--- config.mk ---
export PLATFORM = sky130hd
export DESIGN_NAME = fc_in_deserializer
export DESIGN_NICKNAME = d
export VERILOG_FILES = /design/src/rtl/fc_in_deserializer.sv
export SDC_FILE = /design/constraint.sdc
export NUM_CORES = 1
export LEC_CHECK = 0
export BUFFER_PORTS_ARGS = -buffer_cell sky130_fd_sc_hd__buf_2
export CAP_MARGIN = 40
export CORE_AREA = 4 4 402 404
export DETAILED_ROUTE_END_ITERATION = 7
export DIE_AREA = 0 0 406 408
export GPL_TIMING_DRIVEN = 0
export PLACE_DENSITY = 0.48
export SYNTH_ARGS = -nofsm -noshare
export SYNTH_HDL_FRONTEND = slang
export SYNTH_SLANG_ARGS = --single-unit
--- constraint.sdc ---
create_clock -name clk -period 2.9 [get_ports clk]
set_input_delay 0.435 -clock clk [delete_from_list [all_inputs] [get_ports clk]]
set_output_delay 0.435 -clock clk [all_outputs]
set_load 0.02 [all_outputs]
--- src/rtl/fc_in_deserializer.sv ---
// rtl/fc_in_deserializer.sv - serial activation stream to parallel x[] frame register bank
module fc_in_deserializer #(
    parameter int WIDTH = 8,
    parameter int IN    = 128
) (
    input  logic                    clk,
    input  logic                    rst_n,
    input  logic                    s_valid,
    output logic                    s_ready,
    input  logic        [WIDTH-1:0] s_data,
    input  logic                    s_last,
    output logic signed [WIDTH-1:0] x [0:IN-1],
    output logic                    out_valid,
    input  logic                    out_ready,
    output logic                    err_short,
    output logic                    err_long
);

    localparam int CW = (IN > 1) ? $clog2(IN) : 1;
    localparam logic [CW-1:0] LAST_IDX = CW'(IN - 1);

    typedef enum logic {
        FILL = 1'b0,
        FULL = 1'b1
    } state_t;

    state_t        state;
    logic [CW-1:0] cnt;

    // Frame FSM: fill the bank one beat at a time, then hold it until the consumer releases it.
    // s_ready/out_valid are registered copies of the state so neither has a path from out_ready.
    always_ff @(posedge clk or negedge rst_n) begin
        if (!rst_n) begin
            state     <= FILL;
            cnt       <= '0;
            s_ready   <= 1'b1;
            out_valid <= 1'b0;
            err_short <= 1'b0;
            err_long  <= 1'b0;
            for (int i = 0; i < IN; i++) begin
                x[i] <= '0;
            end
        end else begin
            err_short <= 1'b0;
            err_long  <= 1'b0;
            case (state)
                FILL: begin
                    if (s_valid) begin
                        x[cnt] <= s_data;
                        if ((cnt == LAST_IDX) || s_last) begin
                            // Frame closes either on the last slot or on an early s_last;
                            // slots never written stay at zero from the previous clear.
                            state     <= FULL;
                            cnt       <= '0;
                            s_ready   <= 1'b0;
                            out_valid <= 1'b1;
                            err_long  <= (cnt == LAST_IDX) && !s_last;
                            err_short <= s_last && (cnt != LAST_IDX);
                        end else begin
                            cnt <= cnt + 1'b1;
                        end
                    end
                end
                FULL: begin
                    if (out_ready) begin
                        state     <= FILL;
                        cnt       <= '0;
                        s_ready   <= 1'b1;
                        out_valid <= 1'b0;
                        for (int i = 0; i < IN; i++) begin
                            x[i] <= '0;
                        end
                    end
                end
                default: begin
                    state     <= FILL;
                    cnt       <= '0;
                    s_ready   <= 1'b1;
                    out_valid <= 1'b0;
                end
            endcase
        end
    end

endmodule

After elaboration in Yosys (flattened, before gate mapping)

Cells that the tools add are included.

Reductions and logical operators: 7
Add/subtract/negate cells: 1
Bitwise gates (word level): 2
Magnitude comparators: 2
Multiplexer cells: 28
Equal/unequal tests: 5

Operators with widths:

| cell                | number |
|---|---|
| $mux 1024           | 2 |
| $pmux 1024 s2       | 1 |
| $bwmux 1024         | 1 |
| $demux 8 s7         | 1 |
| $mux 7              | 3 |
| $mux 1              | 15 |
| $pmux 7 s2          | 1 |
| $ge 8x8->1 const B  | 1 |
| $lt 8x1->1 const B  | 1 |
| $mux 8              | 1 |
| $not 7->8           | 1 |
| $add 7x1->7 const B | 1 |
| $eq 7x7->1 const B  | 1 |
| $ne 7x7->1 const B  | 1 |
| $ne 2x2->1 const B  | 3 |
| $pmux 1 s2          | 3 |
| $logic_and 1x1->1   | 3 |
| $reduce_and 3->1    | 1 |
| $reduce_and 2->1    | 1 |
| $logic_not 1->1     | 1 |
| $logic_or 1x1->1    | 1 |
| $not 1->1           | 1 |

Bits in registers: 1036
Input bits: 13
Word-level logic and storage cells: 179
Output and inout port bits: 1028

Longest topological paths before layout

Depth in word-level cells: 8
Gate-level depth with buffers: 8
Depth with buffers taken out: 5

Worst setup path before layout

Ideal clock, no wire load.

Kind: flip-flop to flip-flop
Start: register cnt[0]
End: register x[63] in the netlist's numbering
Arrival time: 1826 ps
Path slack: 953 ps
Data required time: 2779 ps
Setup time: 121 ps
Stages on the path, launching flop included: 8
Cells stage by stage: dfrtp_1 -> buf_6 -> or3_1 -> buf_6 -> buf_8 -> nor2_4 -> o21ai_1 -> a22o_1

Cells in the longest elaborated chain, start to end: 8
Elaborated cells between the ends (all ways): 9

Ends and longest elaborated chain:

| what                                                           | line | text |
|---|---|---|
| from (decl)                                                    | 28   | `logic [CW-1:0] cnt;` |
| from (signal assigned)                                         | 60   | `cnt <= cnt + 1'b1;` |
| $not 7->8 (not written as such) (*)                            | 49   | `x[cnt] <= s_data;` |
| $ge 8x8->1 (not written as such) or $lt 8x1->1 (tied branches) | 49   |  |
| $logic_and 1x1->1 (not written as such)                        | 49   |  |
| $mux 8 (not written as such)                                   | 49   |  |
| $demux 8 s7 (*)                                                | 49   |  |
| $bwmux 1024 (*)                                                | 49   |  |
| $mux 1024 (*)                                                  | 48   | `if (s_valid) begin` |
| $pmux 1024 s2 (*)                                              | 46   | `case (state)` |
| to (signal, indexed assignment)                                | 49   |  |
| to (decl)                                                      | 12   | `output logic signed [WIDTH-1:0] x [0:IN-1],` |

Mark *: on every way between the ends. The rest lies on a longest branch, timed or not. The select of a mux whose other input is x is not followed.
A chain may end at the register's enable or synchronous reset.

Worst setup path in the final report

Start: register state
End: register x[823] in the netlist's numbering

Cells in the longest elaborated chain, start to end: 3
Elaborated cells between the ends (all ways): 5

Ends and longest elaborated chain:

| what                       | line | text |
|---|---|---|
| from (decl)                | 27   | `state_t state;` |
| from (signal assigned)     | 34   | `state <= FILL;` |
| from (signal assigned)     | 53   | `state <= FULL;` |
| from (signal assigned)     | 66   | `state <= FILL;` |
| $not 1->1                  | n/a  |  |
| $ne 2x2->1 (no line)       | n/a  |  |
| $reduce_and 2->1 (no line) | n/a  |  |

Several ways; a longest one is shown, not always the timed one.

==> reports/results.tsv <==
metric	value	unit
wl_per_cell	27.8	µm
arrival	3.32	ns
fin_skew	0.0555	ns
fp.dieH	408	µm
leakagePower	27.9	nW
drive_gt1_share	30.6	%
finalInstanceArea	0.0548	mm²
fmax	365	MHz
gp_congestion	0.833	
finalNetCount	5190	
path_cells	buf_2 > nand2b_2 > buf_4 > nand2_1 > clkbuf_1 > o21ai_1 > a22o_1	
dr_total_vias	36000	
worst_slack	0.157	ns
synth.distinct_cells	49	
syn_avg_cell_area	10.6	µm²
die_w	406	µm
syn_area	0.0419	mm²
grt_max_degree	148	
startpoint_type	flop	
cp.depth	7	
max_slew_margin	33.4	%
hp-class	in2async	
insertion_delay	0.76	ns
min_period	2.74	ns
ios	1041	
clk_pin_slew	0.06	ns
cts.sinks	1036	
nFillCells	16200	
root_buffer	clkbuf_16	
place_area	0.0505	mm²
synth_top_area_cell	dfrtp_1	
finalSetupTns	0	ns
drv_slew	0	
grt_pass1_wl	284	mm
ff2ff_path_depth	7	
tightest_slew	0.990	ns
setup_viol	0	
drtAntennaViolNets	0	
wl	205	mm
grt_use_total	23.9	%
cp_slowest_cell	clkbuf_1	
syn_inst	3956	
critPathBufInv	3	
p_per_area	613	mW/mm²
yosysSeqAreaShare	61.9	%
dieArea	0.166	mm²
synth_area_leaders	dfrtp_1, nand2_1, a22o_1	
cts_tree	yes	
finalCritPeriodShare	94.6	%
r2r_end	x[823]$_DFFE_PN0P_	
grt_pass1_vias	35500	
status	completed	
crit_type	reg2reg	
area_growth	30.8	%
antenna_found_initial	7	
drt_drc_violations_left	0	
required	3.48	ns
floorplan.rows	146	
finalHoldViolCount	0	
gr-total-overflow	0	
drtIter0Drc	3349	
reg2reg_from	state$_DFF_PN0_	
synth_nets	3970	
cpLargestDelayFamily	buffers and inverters	
maxCapViolCount	0	
ctsHtreeMaxLevel	3	
core_area	0.158	mm²
async_flop_share	100	%
cp_max_fo	10	
synth_edf_count	0	
ys_ff_latch	1036	
initial_utilization	26.6	%
cts_buffer_depth	3	
dp_slack	-0.244	ns
synthFlopType	dfrtp_1	
dr.pass1.iters	6	
worstSetupEndpointType	flop	
peakVddDrop	0.000508	V
cts_made_buffers	118	
grt_setup_unrepaired	no	
yosysTopAreaCellShare	61.8	%
hpwl	151	mm
critical-path-max-stage-delay	0.54	ns
reg2reg_slack	0.16	ns
portBuffers	1040	
drt-vias-per-instance	4.89	
ys.warnings.count	0	
==> cell usage after synthesis, types with 2 or more instances <==
cell type / number
nand2_1: 1282
dfrtp_1: 1035
o21ai_0: 615
a22o_1: 368
clkbuf_1: 165
buf_2: 92
o21ai_1: 81
nor4_4: 43
nand3_1: 42
buf_4: 39
nor3_4: 21
nor2_2: 18
nor2_8: 15
o21ai_2: 15
buf_1: 14
nor2_4: 13
buf_6: 12
nor2_1: 11
and2_1: 10
nor3_2: 8
nor4_2: 8
a21oi_1: 5
nand2b_1: 5
nand3b_4: 3
nor3_1: 3
or2_2: 3
a31oi_1: 2
buf_12: 2
inv_1: 2
nand4b_1: 2
nand4b_4: 2
nand4bb_1: 2
or3b_1: 2
==> metal layers <==
layer	GRT usage, %	routed length (µm)	up-vias
met4	10.4	10000	6
li1	-	-	16000
met3	6.22	16300	317
met5	0	46	-
met1	29.2	80000	18300
met2	39.8	98200	1431
==> flip-flops by register name, summed over array words and instances, names as in the netlist <==
register   flops
x           1024
cnt            7
err_long       1
err_short      1
out_valid      1
s_ready        1
state          1
==> where the power goes <==
group / switching [mW] / internal [mW] / leakage, nW
clock: 6.56 / 9.28 / 2.03
sequential: 0.106 / 14.6 / 14.4
combinational: 2.43 / 0.634 / 11.5
total: 9.09 / 24.5 / 27.9
==> final cells by class <==
type	instances	area, µm²	area share, %
antenna	4	10.0	0.0183
inverter	2	7.51	0.0137
timing repair buffer	1102	6120	11.2
buffer	323	1640	2.99
tap	2072	2590	4.73
clock buffer	181	3560	6.49
sequential	1036	25900	47.3
multi-input combinational	2593	14400	26.3
clock inverter	41	571	1.04
==> what timing repair did <==
| action | in CTS | in global routing |
|---|---|---|
| gates resized for setup | 14 | 10 |
| endpoints found under the setup margin | 394 | 399 |
| setup buffers | 1 | 0 |
| cloned | 0 | 3 |
| hold buffers | 3 | 0 |
| pin swaps | 1 | 2 |
| endpoints found under the hold margin | 91 | 0 |
==> cells in the final DEF, fill, tap and decap left out, types with 7 or more instances in the layout <==
master / count
bufinv_16: 9
buf_1: 10
nor4_2: 7
clkbuf_8: 35
nor2_1: 11
o21ai_2: 16
o21ai_0: 615
buf_2: 1131
nand2_1: 1281
nor2_8: 15
nor2_4: 13
and2_1: 10
buf_16: 8
clkbuf_1: 176
dfrtp_1: 1035
nor2_2: 18
a22o_1: 368
nor3_4: 26
clkbuf_16: 122
clkbuf_2: 17
buf_6: 36
clkinv_2: 19
buf_8: 16
o21ai_1: 80
buf_4: 47
nand3_1: 42
nor4_4: 44
==> stage by stage <==
step	std cells	hold WS, ns	utilization, %	power, mW
after detailed placement	7123	0.405	32.0	18.1
after floorplan	3956	0.139	-	16.4
after global placement	7068	0.479	31.5	18.0
after CTS	7347	0.155	34.7	34.1
after global routing	7352	0.259	34.7	34.8
final	7354	0.223	34.7	33.6
==> cell families after synthesis <==
logic type / after synthesis / synth area share (%)
AO/OA/AOI/OAI: 1089 / 16.5
flip-flops: 1036 / 61.9
buffers and inverters: 327 / 3.87
adder cells (fa/ha/maj): 1 / 0.0298
AND/OR/NAND/NOR: 1503 / 17.8
==> worst register-to-register path: stages, from the launching register on <==
cell and delay (ns):
dfrtp_1 0.35, buf_2 0.17, nand2b_2 0.29, buf_4 0.28, nand2_1 0.20, clkbuf_1 0.54, o21ai_1 0.42, a22o_1 0.33
==> worst max path at each step <==
stage / startpoint / slack (ns) / end
final: state$_DFF_PN0_ / 0.16 / x[823]$_DFFE_PN0P_
after global routing: rst_n / 0.001 / x[356]$_DFFE_PN0P_
after CTS: state$_DFF_PN0_ / -0.004 / x[242]$_DFFE_PN0P_
after detailed placement: state$_DFF_PN0_ / -0.24 / x[562]$_DFFE_PN0P_
after global placement: rst_n / -22.81 / x[626]$_DFFE_PN0P_
after floorplan: cnt[0]$_DFFE_PN0P_ / 0.95 / x[63]$_DFFE_PN0P_
Note: power is estimated with default switching activity, not from simulation.
